[config.mk]
export PLATFORM = sky130hd
export DESIGN_NAME = uart_tx_arbiter
export DESIGN_NICKNAME = d
export VERILOG_FILES = /design/src/rtl/uart_dbg_pkg.sv /design/src/rtl/rr_pick.sv /design/src/rtl/uart_tx_arbiter.sv
export SDC_FILE = /design/constraint.sdc
export NUM_CORES = 1
export LEC_CHECK = 0
export CAP_MARGIN = 20
export CORE_MARGIN = 4
export CORE_UTILIZATION = 45
export DETAILED_ROUTE_END_ITERATION = 7
export GPL_TIMING_DRIVEN = 0
export PLACE_DENSITY_LB_ADDON = 0.12
export SLEW_MARGIN = 20
export SYNTH_ARGS = -nofsm -noshare
export SYNTH_HDL_FRONTEND = slang
export SYNTH_SLANG_ARGS = --single-unit
export TNS_END_PERCENT = 10
[constraint.sdc]
create_clock -name clk -period 2.55 [get_ports clk]
set_input_delay 0.3825 -clock clk [delete_from_list [all_inputs] [get_ports clk]]
set_output_delay 0.3825 -clock clk [all_outputs]
set_load 0.01 [all_outputs]
[src/rtl/uart_dbg_pkg.sv]
// Shared constants and types for the serial debug unit.
// Used by the uart_tx arbiter and its round-robin picker.
package uart_dbg_pkg;

  localparam int BYTE_W      = 8;
  localparam int N_REQ_DEF   = 4;
  localparam int TIMEOUT_DEF = 1024;

  typedef enum logic [0:0] {
    ARB_IDLE = 1'b0,
    ARB_LOCK = 1'b1
  } arb_state_e;

  // A disabled timeout (0) still needs a 1-bit counter to keep the vectors legal.
  function automatic int cnt_width(input int limit);
    return (limit < 1) ? 1 : $clog2(limit + 1);
  endfunction

endpackage

[src/rtl/rr_pick.sv]
// Combinational round-robin priority encoder: searches from last_winner+1
// upward with wrap-around and returns the first set request.
module rr_pick
  import uart_dbg_pkg::*;
#(
  parameter int N_REQ = N_REQ_DEF,
  localparam int IDX_W = $clog2(N_REQ)
) (
  input  logic [N_REQ-1:0] req,
  input  logic [IDX_W-1:0] last_winner,
  output logic [N_REQ-1:0] pick,
  output logic [IDX_W-1:0] pick_idx,
  output logic             any
);

  logic             found_s;
  logic [IDX_W-1:0] cand_s;

  // Rotating first-one search starting just after the previous winner
  always_comb begin
    pick     = '0;
    pick_idx = '0;
    found_s  = 1'b0;
    cand_s   = '0;
    for (int k = 1; k <= N_REQ; k++) begin
      cand_s = IDX_W'((int'(last_winner) + k) % N_REQ);
      if (!found_s && req[cand_s]) begin
        found_s      = 1'b1;
        pick[cand_s] = 1'b1;
        pick_idx     = cand_s;
      end else begin
        found_s = found_s;
      end
    end
  end

  assign any = |req;

endmodule

[src/rtl/uart_tx_arbiter.sv]
// Round-robin packet arbiter in front of uart_tx: one requester owns the byte
// channel until its last byte, with an idle timeout to reclaim a stalled owner.
module uart_tx_arbiter
  import uart_dbg_pkg::*;
#(
  parameter int N_REQ   = N_REQ_DEF,
  parameter int TIMEOUT = TIMEOUT_DEF
) (
  input  logic                    clk,
  input  logic                    rst,
  input  logic [N_REQ-1:0]        req_vld,
  input  logic [BYTE_W*N_REQ-1:0] req_data,
  input  logic [N_REQ-1:0]        req_last,
  output logic [N_REQ-1:0]        req_rdy,
  output logic [N_REQ-1:0]        grant,
  output logic [BYTE_W-1:0]       d_tx,
  output logic                    vld_tx,
  input  logic                    rdy_tx,
  output logic                    busy,
  output logic                    timeout_evt
);

  localparam int               IDX_W     = $clog2(N_REQ);
  localparam int               CNT_W     = cnt_width(TIMEOUT);
  localparam bit               TMO_EN    = (TIMEOUT > 0);
  localparam logic [CNT_W-1:0] CNT_LIMIT = TMO_EN ? CNT_W'(TIMEOUT - 1) : '0;
  localparam logic [CNT_W-1:0] CNT_MAX   = '1;
  localparam logic [IDX_W-1:0] IDX_RST   = IDX_W'(N_REQ - 1);

  arb_state_e         state_r;
  arb_state_e         state_nxt_s;
  logic [N_REQ-1:0]   grant_r;
  logic [IDX_W-1:0]   owner_r;
  logic [IDX_W-1:0]   last_winner_r;
  logic [CNT_W-1:0]   idle_cnt_r;

  logic [N_REQ-1:0]   pick_s;
  logic [IDX_W-1:0]   pick_idx_s;
  logic               pick_any_s;
  logic               lock_s;
  logic               own_vld_s;
  logic               own_last_s;
  logic [BYTE_W-1:0]  own_data_s;
  logic               end_pkt_s;
  logic               tmo_hit_s;

  rr_pick #(
    .N_REQ(N_REQ)
  ) u_rr_pick (
    .req        (req_vld),
    .last_winner(last_winner_r),
    .pick       (pick_s),
    .pick_idx   (pick_idx_s),
    .any        (pick_any_s)
  );

  // Owner datapath mux and end-of-packet / timeout decode
  always_comb begin
    lock_s     = (state_r == ARB_LOCK);
    own_vld_s  = req_vld[owner_r];
    own_last_s = req_last[owner_r];
    own_data_s = req_data[BYTE_W*owner_r +: BYTE_W];
    if (lock_s) begin
      vld_tx  = own_vld_s;
      d_tx    = own_data_s;
      req_rdy = grant_r & {N_REQ{rdy_tx}};
    end else begin
      vld_tx  = 1'b0;
      d_tx    = '0;
      req_rdy = '0;
    end
    end_pkt_s = lock_s && own_vld_s && rdy_tx && own_last_s;
    // A rising valid on the limit cycle wins: the counter clears instead.
    tmo_hit_s = TMO_EN && lock_s && !own_vld_s && (idle_cnt_r == CNT_LIMIT);
  end

  // Next-state logic
  always_comb begin
    state_nxt_s = state_r;
    case (state_r)
      ARB_IDLE: begin
        if (pick_any_s) begin
          state_nxt_s = ARB_LOCK;
        end else begin
          state_nxt_s = ARB_IDLE;
        end
      end
      ARB_LOCK: begin
        if (end_pkt_s || tmo_hit_s) begin
          state_nxt_s = ARB_IDLE;
        end else begin
          state_nxt_s = ARB_LOCK;
        end
      end
      default: state_nxt_s = ARB_IDLE;
    endcase
  end

  // State register
  always_ff @(posedge clk) begin
    if (rst) begin
      state_r <= ARB_IDLE;
    end else begin
      state_r <= state_nxt_s;
    end
  end

  // Grant, owner index, round-robin pointer and idle counter
  always_ff @(posedge clk) begin
    if (rst) begin
      grant_r       <= '0;
      owner_r       <= '0;
      last_winner_r <= IDX_RST;
      idle_cnt_r    <= '0;
    end else begin
      case (state_r)
        ARB_IDLE: begin
          if (pick_any_s) begin
            grant_r    <= pick_s;
            owner_r    <= pick_idx_s;
            idle_cnt_r <= '0;
          end else begin
            grant_r    <= '0;
          end
        end
        ARB_LOCK: begin
          if (end_pkt_s || tmo_hit_s) begin
            grant_r       <= '0;
            last_winner_r <= owner_r;
            idle_cnt_r    <= '0;
          end else if (own_vld_s) begin
            idle_cnt_r <= '0;
          end else if (idle_cnt_r != CNT_MAX) begin
            idle_cnt_r <= idle_cnt_r + CNT_W'(1);
          end else begin
            idle_cnt_r <= idle_cnt_r;
          end
        end
        default: begin
          grant_r    <= '0;
          idle_cnt_r <= '0;
        end
      endcase
    end
  end

  assign grant       = grant_r;
  assign busy        = lock_s;
  assign timeout_evt = tmo_hit_s;

endmodule
**Word-level counts from Yosys, hierarchy flattened**

Index checks and enable logic that the tools add are counted.

- Input port bits: 43
- Output and inout bits: 19
- Logic and storage cells: 96
- Register bits: 20

- Equal/unequal tests: 5
- Bitwise operators: 5
- Muxes and demuxes: 45
- Reduce and logical (&&, ||, !) cells: 21
- $lt $le $gt $ge: 9
- $add $sub $neg: 5
- Shift operators: 1

Operators with widths:

| operator | count |
|---|---|
| $mux W11 | 4 |
| $shiftx A32 B6 Y8 | 1 |
| $mux W4 | 7 |
| $pmux W11 S2 | 1 |
| $mux W1 | 16 |
| $lt A2 B3 Y1 const B | 5 |
| $bmux W1 S2 | 6 |
| $logic_and A1 B1 Y1 | 12 |
| $or A4 B4 Y4 | 3 |
| $add A11 B1 Y11 const B | 1 |
| $eq A11 B10 Y1 const B | 1 |
| $ne A11 B11 Y1 const B | 1 |
| $demux W1 S2 | 4 |
| $ge A2 B1 Y1 const B | 4 |
| $mux W2 | 4 |
| $mux W8 | 1 |
| $pmux W4 S2 | 1 |
| $reduce_and A2 Y1 | 3 |
| $add A2 B1 Y2 const B | 2 |
| $add A2 B2 Y2 const B | 2 |
| $and A4 B4 Y4 | 1 |
| $logic_not A1 Y1 | 4 |
| $ne A4 B1 Y1 const B | 1 |
| $reduce_or A4 Y1 | 1 |
| other kinds (5) | 5 |

**Logic depth before layout (Yosys ltp)**

- Depth after elaboration: 15
- Depth in mapped cells: 9
- Mapped depth without buffers: 7

**Hierarchy**

Synthesis repeated with hierarchy kept, for this count alone.

- Cells, all modules: 227
- Area, all modules: 1,959.4 sq um

By module, submodules not included:

| module | cells an instance | times used | area an instance (sq um) |
|---|---|---|---|
| uart_tx_arbiter | 157 | 1 | 1,418.9 |
| rr_pick | 70 | 1 | 540.5 |

**Worst setup path before layout**

OpenSTA, ideal clock, no wires.

- Path type: register to register
- Start: register last_winner_r[0]
- End: register owner_r[1]
- Path slack: 0.212 ns
- Library setup time: 0.132 ns
- Stages on the path, launching flop included: 9
- Arrival: 2.205 ns
- Required time: 2.418 ns
- Path buffers: 1
- Cells stage by stage: dfxtp_1 -> buf_2 -> inv_1 -> ha_1 -> mux4_1 -> nor3b_2 -> a211oi_1 -> a31o_1 -> a31oi_1

- Cells in the longest elaborated chain, start to end: 13

RTL lines:

| what | line | text |
|---|---|---|
| start, declared | uart_tx_arbiter.sv:34 | `logic [IDX_W-1:0] last_winner_r;` |
| start signal, assigned | uart_tx_arbiter.sv:129 | `last_winner_r <= owner_r;` |
| $add A2 B1 Y2 | rr_pick.sv:26 | `cand_s = IDX_W'((int'(last_winner) + k) % N_REQ);` |
| $bmux W1 S2 | rr_pick.sv:27 | `if (!found_s && req[cand_s]) begin` |
| $mux W1 (not written as such) | rr_pick.sv:27 |  |
| $mux W1 | rr_pick.sv:27 |  |
| $logic_not A1 Y1 | rr_pick.sv:27 |  |
| $logic_and A1 B1 Y1 | rr_pick.sv:27 |  |
| $mux W1 | rr_pick.sv:27 |  |
| $logic_not A1 Y1 | rr_pick.sv:27 |  |
| $logic_and A1 B1 Y1 | rr_pick.sv:27 |  |
| $mux W1 | rr_pick.sv:27 |  |
| $logic_not A1 Y1 | rr_pick.sv:27 |  |
| $logic_and A1 B1 Y1 | rr_pick.sv:27 |  |
| $mux W2 (*) | rr_pick.sv:27 |  |
| end signal, assigned | uart_tx_arbiter.sv:120 | `owner_r <= pick_idx_s;` |
| end, declared | uart_tx_arbiter.sv:33 | `logic [IDX_W-1:0] owner_r;` |

Every way passes the cells marked *; elsewhere a longest branch is shown, timed or not. The select of a mux whose other input is x is not followed.
A chain may end at the register's enable or synchronous reset.

**Worst setup path in the final report**

- Start: input req_vld[3]
- End: output timeout_evt

- Cells in the longest elaborated chain, start to end: 5

RTL lines:

| what | line | text |
|---|---|---|
| start, declared | uart_tx_arbiter.sv:11 | `input logic [N_REQ-1:0] req_vld,` |
| $bmux W1 S2 | uart_tx_arbiter.sv:60 | `own_vld_s = req_vld[owner_r];` |
| $mux W1 (not written as such) | uart_tx_arbiter.sv:60 |  |
| $logic_not A1 Y1 | uart_tx_arbiter.sv:74 | `tmo_hit_s = TMO_EN && lock_s && !own_vld_s && (idle_cnt_r == CNT_LIMIT);` |
| $logic_and A1 B1 Y1 (2 in a row) | uart_tx_arbiter.sv:74 |  |
| end, declared | uart_tx_arbiter.sv:20 | `output logic timeout_evt` |

No other way between the ends. The select of a mux whose other input is x is not followed.

==> flow_summary.yaml <==
cells_and_area:
  area_growth_pct: 46.5
  post_route_cells_drive_above_1_share: 0.176
  stdcell_count: 303
  n_antenna_cell: 0
  nets: 308
  fill_cells: 302
clock_network:
  cts_tree: "built"
  h-tree-depth: 1
  numCtsBuffers: 3
  cts_sinks: 20
  cts_root_buf: "clkbuf_8"
  clk_pin_slew_ns: 0.07
  cts_buffer_depth: 2
  postCtsHoldBufs: 0
  clk_latency_ns: 0.26
setup_path:
  worstPathRequired_ns: 2.17
  critPathArrivalTime_ns: 2.10
  path_class: "input port to output pin"
  worst_setup_path_start_kind: "input port"
  endpoint_kind: "output pin"
  critPathMaxFanout: 9
sta:
  fmax_mhz: 404
  tns_ns: 0
  max_slew_margin: 0.677
  clock_skew_ns: 0.00647
  slew_viol_final: 0
  period_minus_slack_ns: 2.48
  rsz0062_at_grt: "true"
  setup_viol: 0
  timing.final.crit_share: 0.972
  tightest_slew_ns: 0.480
  hold_violations: 0
detailed_routing:
  antenna_left: 0
  vias: 1746
  drtPass1Iterations: 4
  avgViaCountPerCell: 5.76
  drc_errors: 0
  wl_um: 4770
  first_iter_violations: 49
  avgRoutedWirePerCell_um: 15.7
floorplan:
  core-area_mm2: 0.00366
  die_area_mm2: 0.00484
  num_rows: 22
  pin_count: 62
  start_util: 0.467
  die_height_um: 69.6
  fp.dieW_um: 69.6
grt:
  grt_antenna_before_repair: 0
  grt_start_max_net_pins: 13
  overflow: 0
  grt_util_all_layers: 0.191
  grt_pass1_wl_um: 7620
  grt_pass1_vias: 1619
logic_synthesis:
  synth_cell_types: 44
  netlist_area_mm2: 0.00171
  synth-async-reset-ratio: 0
  yosysWarnings: 0
  synthCells: 188
  ys_ff_latch: 20
  ys.flop_type: "dfxtp_1"
  synth_edf_count: 0
  ys_seq_area_frac: 0.234
  synth_nets: 240
  avgSynthCellArea_um2: 9.08
job:
  max_cap_viol_count: 0
place:
  dpl.cell_count: 297
  numPortBuffers: 61
  gp_congestion: 0.838
  dp_hpwl_um: 3650
worst_hold_path:
  hold_path.class: "flop to flop"
power_and_ir_drop:
  p_leak_nw: 0.917
  p_per_area_mw_per_mm2: 410
  irDropWorstVdd_uv: 229
status:
  status: "complete, no violations"
## worst paths after layout
check / from / endpoint / slack, ns / cells past startpoint
worst min-delay path: grant[1] / grant[1] / 0.48 / 2
worst min register to register: grant[1] / grant[1] / 0.48 / 2
worst max-delay path: req_vld[3] / timeout_evt / 0.07 / 6
worst max register to register: last_winner_r[0] / owner_r[1] / 0.12 / 8
## cells by family (layout without fill, tap and decap cells)
logic type | Yosys count | count (layout) | synth area share
DFF | 20 | 20 | 0.234
buffers and inverters | 19 | 86 | 0.0542
muxes | 15 | 15 | 0.196
AOI/OAI and AO/OA | 46 | 46 | 0.193
and+or+nand+nor | 79 | 79 | 0.257
adders and majority gates | 9 | 9 | 0.0659
## routing by layer
layer | up-vias | GRT usage | part of all wire
li1 | 856 | - | -
met1 | 807 | 0.264 | 0.46
met2 | 78 | 0.306 | 0.45
met3 | 5 | 0.0319 | 0.073
met4 | 0 | 0.0564 | 0.012
met5 | - | 0 | 0
## per-stage QoR
stage	area [µm²]	util	setup slack, ns	power (mW)	hold slack, ns
6_report	2500	0.684	0.0721	1.02	0.483
5_1_grt	2500	0.684	-0.0230	1.07	0.515
4_1_cts	2450	0.670	0.0141	1.02	0.488
3_5_place_dp	2380	0.650	-0.485	0.702	0.477
3_3_place_gp	2380	0.650	-0.467	0.697	0.450
2_1_floorplan	1710	-	0.212	0.548	0.449
## worst max-delay path, cell delays in order
cell and delay (ns):
dlygate4sd2_1 0.33, mux4_2 0.55, nand2b_4 0.16, buf_6 0.13, nor4_1 0.25, clkdlybuf4s15_1 0.29
## layout make-up
class / instances / area (µm²) / share of cell area
clock buffer: 3 / 41.3 / 0.0165
multi-input combinational: 149 / 1250 / 0.498
clock inverter: 1 / 30.0 / 0.0120
timing repair buffer: 63 / 621 / 0.248
inverter: 10 / 41.3 / 0.0165
sequential: 20 / 403 / 0.161
buffer: 9 / 60.1 / 0.0240
tap: 48 / 60.1 / 0.0240
## repair_timing
action | 4_1_cts | 5_1_grt
setup endpoints to repair | 15 | 7
cloned | 0 | 0
gates resized for setup | 10 | 7
buffers inserted | 0 | 2
pin swaps | 0 | 0
## power breakdown
| group | internal, mW | leakage, nW | total, mW | switching (mW) |
|---|---|---|---|---|
| Sequential | 0.326 | 0.162 | 0.340 | 0.0141 |
| Clock | 0.210 | 0.0357 | 0.317 | 0.108 |
| Combinational | 0.215 | 0.720 | 0.367 | 0.152 |
| Total | 0.751 | 0.917 | 1.02 | 0.274 |
## Yosys cell counts (2+ instances only)
library cell	n	area, µm²
nand2_1	26	97.6
dfxtp_1	20	400
mux4_2	12	270
inv_1	10	37.5
nor2_1	10	37.5
o21ai_0	10	50.1
and2_1	9	56.3
ha_1	9	113
a31oi_1	6	37.5
and3_1	6	37.5
a311oi_1	5	43.8
buf_2	5	25.0
nand3_1	5	25.0
a21oi_1	4	20.0
a221oi_1	4	35.0
nor2b_1	4	25.0
nor3_1	4	20.0
o22ai_1	4	25.0
a211oi_1	2	15.0
buf_4	2	15.0
mux4_1	2	52.6
nand4_1	2	12.5
nor3b_2	2	25.0
nor4_1	2	12.5
o2111ai_1	2	17.5
o311ai_0	2	17.5
or3_1	2	12.5
## sequential cells by signal, summed over array words and instances (netlist names)
signal,cells
idle_cnt_r,11
busy,1
grant,4
last_winner_r,2
owner_r,2
## cell usage in the layout (no fill, tap or decap), types with 5 or more instances in the layout
master / netlist / final
clkdlybuf4s50_1: 0 / 56
nand2_1: 26 / 26
dfxtp_1: 20 / 18
mux4_2: 12 / 12
nor2_1: 10 / 10
o21ai_0: 10 / 10
inv_1: 10 / 9
and2_1: 9 / 8
ha_1: 9 / 8
buf_4: 2 / 6
and3_1: 6 / 6
a31oi_1: 6 / 6
a311oi_1: 5 / 5
Power figures use the tool's default switching activity.
